**src/rtl/tap_ctrl_if.sv**
```systemverilog
// rtl/tap_ctrl_if.sv - TAP serial pins plus boundary/scan chain strobes for tap_ctrl
// Ports (master = test host and chain side, slave = tap_ctrl):
//   tms, tdi         host -> controller
//   bsr_so, scan_so  chain tails -> controller
//   tdo, tdo_en      controller -> host
//   shift, clk_dr, update, sel, scan_en  controller -> boundary/scan cells
interface tap_ctrl_if;
    logic tms;
    logic tdi;
    logic bsr_so;
    logic scan_so;
    logic tdo;
    logic tdo_en;
    logic shift;
    logic clk_dr;
    logic update;
    logic sel;
    logic scan_en;

    modport master (
        output tms, tdi, bsr_so, scan_so,
        input  tdo, tdo_en, shift, clk_dr, update, sel, scan_en
    );

    modport slave (
        input  tms, tdi, bsr_so, scan_so,
        output tdo, tdo_en, shift, clk_dr, update, sel, scan_en
    );
endinterface

```
**src/rtl/tap_ctrl.sv**
```systemverilog
// rtl/tap_ctrl.sv - JTAG TAP controller: 16-state FSM, IR, bypass/IDCODE, chain strobes
// Ports:
//   clock  single test/system clock, rising edge
//   rst_l  synchronous active-low reset
//   tap    tap_ctrl_if.slave: tms/tdi/bsr_so/scan_so in; tdo/tdo_en and
//          shift/clk_dr/update/sel/scan_en out
module tap_ctrl #(
    parameter int              IR_W   = 3,
    parameter int              ID_W   = 32,
    parameter logic [ID_W-1:0] ID_VAL = 32'h1000_0001
) (
    input  logic       clock,
    input  logic       rst_l,
    tap_ctrl_if.slave  tap
);

    localparam logic [3:0] TLR    = 4'd0;
    localparam logic [3:0] RTI    = 4'd1;
    localparam logic [3:0] SEL_DR = 4'd2;
    localparam logic [3:0] CAP_DR = 4'd3;
    localparam logic [3:0] SHF_DR = 4'd4;
    localparam logic [3:0] EX1_DR = 4'd5;
    localparam logic [3:0] PAU_DR = 4'd6;
    localparam logic [3:0] EX2_DR = 4'd7;
    localparam logic [3:0] UPD_DR = 4'd8;
    localparam logic [3:0] SEL_IR = 4'd9;
    localparam logic [3:0] CAP_IR = 4'd10;
    localparam logic [3:0] SHF_IR = 4'd11;
    localparam logic [3:0] EX1_IR = 4'd12;
    localparam logic [3:0] PAU_IR = 4'd13;
    localparam logic [3:0] EX2_IR = 4'd14;
    localparam logic [3:0] UPD_IR = 4'd15;

    localparam logic [IR_W-1:0] OP_EXTEST = IR_W'(0);
    localparam logic [IR_W-1:0] OP_SAMPLE = IR_W'(1);
    localparam logic [IR_W-1:0] OP_SCAN   = IR_W'(2);
    localparam logic [IR_W-1:0] OP_IDCODE = IR_W'(3);

    logic [3:0]      state;
    logic [3:0]      state_nxt;
    logic [IR_W-1:0] ir;
    logic [IR_W-1:0] ir_sr;
    logic            bypass;
    logic [ID_W-1:0] id_sr;

    logic is_extest;
    logic is_scan;
    logic is_idcode;
    logic bsr_sel;
    logic is_bypass;

    assign is_extest = (ir == OP_EXTEST);
    assign is_scan   = (ir == OP_SCAN);
    assign is_idcode = (ir == OP_IDCODE);
    assign bsr_sel   = is_extest | (ir == OP_SAMPLE);
    // Every opcode without its own data register falls through to bypass.
    assign is_bypass = !(bsr_sel | is_scan | is_idcode);

    always_comb begin
        state_nxt = state;
        case (state)
            TLR:    state_nxt = tap.tms ? TLR    : RTI;
            RTI:    state_nxt = tap.tms ? SEL_DR : RTI;
            SEL_DR: state_nxt = tap.tms ? SEL_IR : CAP_DR;
            CAP_DR: state_nxt = tap.tms ? EX1_DR : SHF_DR;
            SHF_DR: state_nxt = tap.tms ? EX1_DR : SHF_DR;
            EX1_DR: state_nxt = tap.tms ? UPD_DR : PAU_DR;
            PAU_DR: state_nxt = tap.tms ? EX2_DR : PAU_DR;
            EX2_DR: state_nxt = tap.tms ? UPD_DR : SHF_DR;
            UPD_DR: state_nxt = tap.tms ? SEL_DR : RTI;
            SEL_IR: state_nxt = tap.tms ? TLR    : CAP_IR;
            CAP_IR: state_nxt = tap.tms ? EX1_IR : SHF_IR;
            SHF_IR: state_nxt = tap.tms ? EX1_IR : SHF_IR;
            EX1_IR: state_nxt = tap.tms ? UPD_IR : PAU_IR;
            PAU_IR: state_nxt = tap.tms ? EX2_IR : PAU_IR;
            EX2_IR: state_nxt = tap.tms ? UPD_IR : SHF_IR;
            UPD_IR: state_nxt = tap.tms ? SEL_DR : RTI;
            default: state_nxt = TLR;
        endcase
    end

    always_ff @(posedge clock) begin
        if (!rst_l) begin
            state  <= TLR;
            ir     <= OP_IDCODE;
            ir_sr  <= '0;
            bypass <= 1'b0;
            id_sr  <= '0;
        end else begin
            state <= state_nxt;

            case (state)
                CAP_IR: ir_sr <= IR_W'(1);
                SHF_IR: ir_sr <= {tap.tdi, ir_sr[IR_W-1:1]};
                default: ;
            endcase

            if (state == CAP_DR) begin
                if (is_bypass) bypass <= 1'b0;
                if (is_idcode) id_sr  <= ID_VAL;
            end else if (state == SHF_DR) begin
                if (is_bypass) bypass <= tap.tdi;
                if (is_idcode) id_sr  <= {tap.tdi, id_sr[ID_W-1:1]};
            end

            // TLR entry wins over UPD_IR; the two cannot coincide anyway
            // since UPD_IR never leads to TLR.
            if (state_nxt == TLR)
                ir <= OP_IDCODE;
            else if (state == UPD_IR)
                ir <= ir_sr;
        end
    end

    always_comb begin
        tap.tdo = 1'b0;
        if (state == SHF_IR) begin
            tap.tdo = ir_sr[0];
        end else if (state == SHF_DR) begin
            if (bsr_sel)        tap.tdo = tap.bsr_so;
            else if (is_scan)   tap.tdo = tap.scan_so;
            else if (is_idcode) tap.tdo = id_sr[0];
            else                tap.tdo = bypass;
        end
    end

    assign tap.tdo_en  = (state == SHF_DR) || (state == SHF_IR);
    assign tap.shift   = (state == SHF_DR) && bsr_sel;
    assign tap.clk_dr  = ((state == CAP_DR) || (state == SHF_DR)) && bsr_sel;
    assign tap.update  = (state == UPD_DR) && bsr_sel;
    assign tap.scan_en = (state == SHF_DR) && is_scan;
    assign tap.sel     = is_extest && (state != TLR);

endmodule
```
**src/flat_wrapper.sv**
```systemverilog
// flat-port wrapper written by rule: the top's interface ports become plain ports
module tap_ctrl_flat 
#(
    parameter int              IR_W   = 3,
    parameter int              ID_W   = 32,
    parameter logic [ID_W-1:0] ID_VAL = 32'h1000_0001
)
  (clock, rst_l, tap_tms, tap_tdi, tap_bsr_so, tap_scan_so, tap_tdo, tap_tdo_en, tap_shift, tap_clk_dr, tap_update, tap_sel, tap_scan_en);
  tap_ctrl_if tap_i ();
  input  logic clock;
  input  logic rst_l;
  input wire logic [$bits(tap_i.tms)-1:0] tap_tms;
  input wire logic [$bits(tap_i.tdi)-1:0] tap_tdi;
  input wire logic [$bits(tap_i.bsr_so)-1:0] tap_bsr_so;
  input wire logic [$bits(tap_i.scan_so)-1:0] tap_scan_so;
  output wire logic [$bits(tap_i.tdo)-1:0] tap_tdo;
  output wire logic [$bits(tap_i.tdo_en)-1:0] tap_tdo_en;
  output wire logic [$bits(tap_i.shift)-1:0] tap_shift;
  output wire logic [$bits(tap_i.clk_dr)-1:0] tap_clk_dr;
  output wire logic [$bits(tap_i.update)-1:0] tap_update;
  output wire logic [$bits(tap_i.sel)-1:0] tap_sel;
  output wire logic [$bits(tap_i.scan_en)-1:0] tap_scan_en;
  assign tap_i.tms = tap_tms;
  assign tap_i.tdi = tap_tdi;
  assign tap_i.bsr_so = tap_bsr_so;
  assign tap_i.scan_so = tap_scan_so;
  assign tap_tdo = tap_i.tdo;
  assign tap_tdo_en = tap_i.tdo_en;
  assign tap_shift = tap_i.shift;
  assign tap_clk_dr = tap_i.clk_dr;
  assign tap_update = tap_i.update;
  assign tap_sel = tap_i.sel;
  assign tap_scan_en = tap_i.scan_en;
  tap_ctrl #(.IR_W(IR_W), .ID_W(ID_W), .ID_VAL(ID_VAL)) u_core (.clock(clock), .rst_l(rst_l), .tap(tap_i));
endmodule
```
**config.mk**
```make
export PLATFORM = sky130hd
export DESIGN_NAME = tap_ctrl_flat
export DESIGN_NICKNAME = d
export VERILOG_FILES = /design/src/rtl/tap_ctrl_if.sv /design/src/rtl/tap_ctrl.sv /design/src/flat_wrapper.sv
export SDC_FILE = /design/constraint.sdc
export NUM_CORES = 1
export LEC_CHECK = 0
export ABC_CLOCK_PERIOD_IN_PS = 5350
export CAP_MARGIN = 0
export CORE_MARGIN = 1
export CORE_UTILIZATION = 37
export DETAILED_ROUTE_END_ITERATION = 12
export GPL_TIMING_DRIVEN = 0
export PLACE_DENSITY_LB_ADDON = 0.08
export SLEW_MARGIN = 30
export SYNTH_ARGS = -nofsm -noshare
export SYNTH_HDL_FRONTEND = slang
export SYNTH_SLANG_ARGS = --single-unit
```
**constraint.sdc**
```tcl
create_clock -name clock -period 5.35 [get_ports clock]
set_input_delay 1.605 -clock clock [delete_from_list [all_inputs] [get_ports clock]]
set_output_delay 1.605 -clock clock [all_outputs]
set_load 0.005 [all_outputs]
```
== Word level (Yosys, flattened, before mapping) ==
Index checks and enable logic that the tools add are counted.
Storage, ports and cells
  flip-flop bits (word level): 43
  input bits: 6
  output and inout bits: 7
  word-level logic and storage cells: 74
Cells by class
  equality and inequality tests: 18
  multiplexer cells: 27
  bitwise gates (word level): 5
  reduce and logical (&&, ||, !) cells: 19
Operators by type and width (number)
  2-to-1 mux 32 bit: 4
  case mux 4 bit (12 select lines): 1
  equality test 4 bit, second input constant: 8
  equality test 4 x 3 -> 1 bit, second input constant: 4
  2-to-1 mux 4 bit: 4
  2-to-1 mux 1 bit: 12
  equality test 4 x 2 -> 1 bit, second input constant: 2
  zero test 4 bit: 2
  equality test 3 x 2 -> 1 bit, second input constant: 2
  2-to-1 mux 2 bit: 3
  2-to-1 mux 3 bit: 2
  case mux 3 bit (2 select lines): 1
  OR reduction 2 bit: 3
  logical AND 1 bit: 5
  equality test 4 x 1 -> 1 bit, second input constant: 1
  AND reduction 2 bit: 2
  nonzero test 2 bit: 2
  nonzero test 4 bit: 1
  equality test 3 x 1 -> 1 bit, second input constant: 1
  zero test 3 bit: 1
  bitwise OR 1 bit: 3
  OR reduction 3 bit: 1
  logical OR 1 bit: 2
  inverter 1 bit: 2

== Longest topological paths before layout ==
Gate-level depths: netlist (run 1).
  depth in word-level cells: 7
  mapped depth: 5

== Worst setup path after synthesis (run 1) ==
OpenSTA, ideal clock, no wires.
  path type: input -> output
  start point: input tap_scan_so
  end point: output tap_tdo
  data arrival time: 2189 ps
  required time: 3745 ps
  path slack: 1556 ps
  stages on the path: 3
  buffers on the path: 0
  cells stage by stage: mux2_2 a222oi_1 o21ai_0
On the way
  longest elaborated chain between the ends: 4
RTL lines
  start: declaration: line flat_wrapper.sv:15  | input wire logic [$bits(tap_i.scan_so)-1:0] tap_scan_so;
  2-to-1 mux 1 bit: line tap_ctrl.sv:121  | else if (is_scan) tap.tdo = tap.scan_so;
  2-to-1 mux 1 bit: line tap_ctrl.sv:120  | if (bsr_sel) tap.tdo = tap.bsr_so;
  2-to-1 mux 1 bit: line tap_ctrl.sv:119  | end else if (state == SHF_DR) begin
  2-to-1 mux 1 bit: line tap_ctrl.sv:117  | if (state == SHF_IR) begin
  end: declaration: line flat_wrapper.sv:16  | output wire logic [$bits(tap_i.tdo)-1:0] tap_tdo;
No other way between the ends.

== Final worst setup path (run 1) ==
Same ends and word-level chain as after synthesis.

==> results summary, run 1 <==
The final layout contains 261 nets. Of the total power, the share spent switching nets is 23.73%. After technology mapping, the gate count stands at 237. The most critical setup path has its endpoint at tap_tdo.

The maximum resistive drop on vdd is 0.0001517 V. Summed over all instances, the cell type with the most area after synthesis is dfxtp_1. Setup repair after global routing left no endpoint under its margin.

The flow ran to the end, and the final reports show no timing, DRC or antenna violations. The HPWL after detailed placement came out at between 3000 and 4000 um. The time the final worst path needs with I/O delays and setup is 4.660 ns.

The first-pass GRT wire length came out at 8038 um. The path length in cells of the critical path is 5. For this run, the total global-route usage over all layers was measured as around 17%. The worst setup path is captured at an output pin. Together, buffers and inverters on the worst path number 2. Once the clock tree was built, the setup fixing pass inserted 0 buffers. The maximum single-stage delay on the critical path came out at roughly 0.45 ns. The worst hold path belongs to the class register to register. Synthesis produced a netlist with a net count of 243. The die width is 76.22 um.

Among all cell types in the netlist, the one instantiated most often is dfxtp_1. The layout overhead on the synthesized area came out at 14.00%. TritonCTS built the clock tree. The startpoint of the most critical setup path is tap_scan_so.

The pin count of the biggest net entering global routing is 13. For this design the total switching power over the nets is 135.8 uW. The most common flop cell mapped by yosys is dfxtp_1. Counting flops and latches in the post-synthesis netlist gives 43.

After Yosys synthesis, full adders, half adders and majority gates account for 0% of the synthesized area. The total clock buffers created by CTS is 5. The repair_antennas step left the layout with diodes totalling 0. The worst min-delay path startpoint is u_core.ir_sr[1]. In the post-synthesis netlist, the biggest area contributors are dfxtp_1 42%, o21bai_1 11%, nor4_1 8.9%, nand2_1 7.4%, clkbuf_1 3.1%. Pin placement for this block handled 13 I/O pins. The final max-slew violation count is 0.

After detailed routing, the average wire length per cell comes to 13.92 um. On the critical path, the stage with the largest delay is an instance of clkdlybuf4s50_1. The share of power burned in registers came out at 56.5%. The family of cells with the greatest summed delay on the critical path is buffers and inverters. The number of different library cells used by synthesis comes to 41. Power spread over the standard cell area amounts to 246.3 nW/um^2.

Summing the areas of all compound-gate instances in the mapped netlist gives 20.69% of the synthesized area. The total overflow reported by the global router is 0. The transition time at the pin with the least slew margin is between 0.5 and 0.6 ns. Derived from the worst setup path, the maximum achievable clock frequency is ~210 MHz. The critical path arrival came out at between 3 and 4 ns. Routability-driven placement finished with a final weighted congestion of 0.8155. The relative max-transition margin is 64.71%.

The DRC violation count after routing came out at 0. The die is 76.22 um tall. Input and output buffers added on the ports amount to 11. In the final layout, the share of cells above drive strength 1 is 6.667%.

The parity-gate share of the synthesized area counting xor and xnor cells came out at 0.8594%. The final-report hold violation count is 0. The clock-pin slew on the worst setup and hold paths came out at about 0.07 ns.

The quantity of hold-fixing buffers added after cts came out at 0. The internal power consumption is 436.5 uW. The wire length after detailed routing is 4524 um.

The netlist area before placement came out at 2038 um^2. The via count of the first global-routing pass is 1663. The mux contribution to synthesized area came out at 3.499%. The sequential cell area fraction in the yosys report is 42.23%. The total die area came out at 5809 um^2.

The clock latency on the worst-skew pair is between 0.2 and 0.3 ns. Counting the fill cells in the layout gives 546. Clock tree synthesis found a total of 43 sinks. The completed layout was analyzed and its total power is ~570 uW.

In this run the critical register-to-register path is captured at u_core.id_sr[12]. The setup TNS after final layout is 0 ns. The via count normalized by instance count is 5.375. The proportion of synthesized flip-flops having asynchronous set or reset came out at 0%. Along the worst path, the maximum fanout reaches 1. The remaining number of nets flagged by the antenna check after routing is 0. The standby leakage power is about 0.76 nW. The data required time at the worst endpoint came out at about 3.7 ns. The cell that appears most often on the critical path is clkdlybuf4s50_1. After synthesis, the mean cell area works out to 8.600 um^2. The number of iterations in the first detailed-routing pass came out at 4. The cell count of the worst reg-to-reg path is 5. After the first detailed-routing iteration, the DRC count stood at 129.

Combinational logic is responsible for 6.9% of the overall power. The number of gates resized after CTS was 0. The worst setup path is launched from an input port. The number of max-cap violations is 0. The startpoint of the lowest-slack register-to-register path is u_core.state[2]. The initial antenna violation count is 0. The floorplan core area is approximately 5200 um^2. The fraction of post-synthesis cell area in the top cell type by area is 42.23%.

The maximum number of buffers from clock root to sink came out at 2. Counting instances in the post-synthesis netlist gives the leading cell types as 43 x dfxtp_1, 40 x nand2_1, 29 x nor4_1, 29 x o21bai_1, 17 x clkbuf_1. The worst setup path is of the input port to output pin kind.

The cell sitting at the root of the clock tree is a clkbuf_8. The maximum level of the CTS H-tree came out at 2. The count of flip-flops with a built-in enable after synthesis came out at 0.

The initialized floorplan defines 26 standard-cell rows. On the final layout, the worst clock skew is 0.007606 ns. After synthesis, the largest family of logic cells by area is simple AND/OR/NAND/NOR gates.

The portion of the clock cycle consumed by the worst path in the final layout came out at 87.10%. The critical path goes through clkdlybuf4s50_1 > mux2_2 > a222oi_1 > o21ai_0 > clkdlybuf4s50_1. The portion of total power attributed to the clock network is a little over a third. The basic-gate share of the synthesized area counting and, or, nand and nor cells came out at 25.84%. The via count of the routed design is 1747. The initial cell density of the core came out at 39.16%.

The count of warnings emitted by yosys is 0. The total of endpoints with negative setup slack in the final report is 0. The slack of the worst reg-to-reg path is 3.58 ns.
==> state kept, by name, indices dropped and copies added (netlist names) <==
| signal | flops |
|---|---|
| u_core.state | 4 |
| u_core.ir | 3 |
| u_core.bypass | 1 |
| u_core.ir_sr | 3 |
| u_core.id_sr | 32 |
==> worst min-delay path by stage <==
stage,endpoint,cells after the start
after floorplan,u_core.id_sr[1],2
after global placement,u_core.id_sr[29],2
after detailed placement,u_core.id_sr[29],2
after CTS,u_core.ir_sr[1],2
after global routing,u_core.id_sr[24],2
final,u_core.ir_sr[1],2
==> stage by stage <==
step / hold WS, ns / area [um^2] / util [%] / instances / setup slack (ns)
global placement: 0.4456 / 2236 / 42.96 / 318 / 0.6737
detailed placement: 0.4461 / 2236 / 42.96 / 318 / 0.7024
finish: 0.4588 / 2323 / 44.64 / 325 / 0.6899
CTS: 0.4600 / 2323 / 44.64 / 325 / 0.6860
global route: 0.4844 / 2323 / 44.64 / 325 / 0.5634
floorplan: 0.4287 / 2038 / - / 237 / 1.556
==> per-layer routing <==
metal | vias up | part of all wire (%) | track usage, %
met2 | 23 | 41 | 24.23
met4 | 0 | 0.88 | 5.192
met1 | 824 | 55 | 24.98
met5 | - | 0 | 0
met3 | 5 | 2.7 | 3.713
li1 | 895 | - | -
==> cell type report <==
type                    count  area [um^2]  area share [%]
flip-flops and latches     43        860.8           37.05
well taps                  70        87.58           3.770
clock inverters             1        5.005          0.2154
repair buffers             11        110.1           4.739
clock buffers               6        82.58           3.554
plain buffers              25        125.1           5.385
multi-input cells         165         1037           44.64
inverters                   4        15.01          0.6462
==> layout by cell type (no fill, tap or decap), drive strengths merged, types with 2 or more instances in the layout <==
cell type / count
dfxtp: 43
nand2: 40
nor4: 29
o21bai: 29
clkbuf: 23
clkdlybuf4s50: 11
buf: 8
nand3: 7
mux2i: 6
nor2: 5
nor2b: 5
o21ai: 5
a21oi: 5
inv: 4
nand3b: 3
nor3: 2
a21boi: 2
a2111oi: 2
xor2: 2
o31a: 2
o211ai: 2
a31oi: 2
==> kinds of logic (layout without fill, tap and decap cells) <==
group,Yosys count,count (layout)
mux,7,7
simple gates,100,100
buf+inv,29,47
compound gates,56,56
flops,43,43
xor+xnor,2,2
==> worst reg2reg max path, delay by kind of cell, from the launching register on <==
family	cells	cell delay (ns)
buffers and inverters	2	0.47
DFF	1	0.45
and+or+nand+nor	1	0.45
AOI/OAI and AO/OA	2	0.30
==> power by group through the flow <==
stage | clock network [mW] | logic, mW | registers, mW
2_1_floorplan | 0 | 0.0271 | 0.330
3_3_place_gp | 0 | 0.0397 | 0.331
3_5_place_dp | 0 | 0.0394 | 0.331
4_1_cts | 0.216 | 0.0394 | 0.323
5_1_grt | 0.234 | 0.0437 | 0.324
6_report | 0.209 | 0.0395 | 0.323
(Power assumes the default switching activity.)
==> run 2, diff against run 1 <==
--- a/config.mk
+++ b/config.mk
@@ -5,7 +5,6 @@
 export SDC_FILE = /design/constraint.sdc
 export NUM_CORES = 1
 export LEC_CHECK = 0
-export ABC_CLOCK_PERIOD_IN_PS = 5350
 export CAP_MARGIN = 0
 export CORE_MARGIN = 1
 export CORE_UTILIZATION = 37
==> results of run 2 <==
Same layout as run 1: the final DEF is identical, and so are final timing and power.
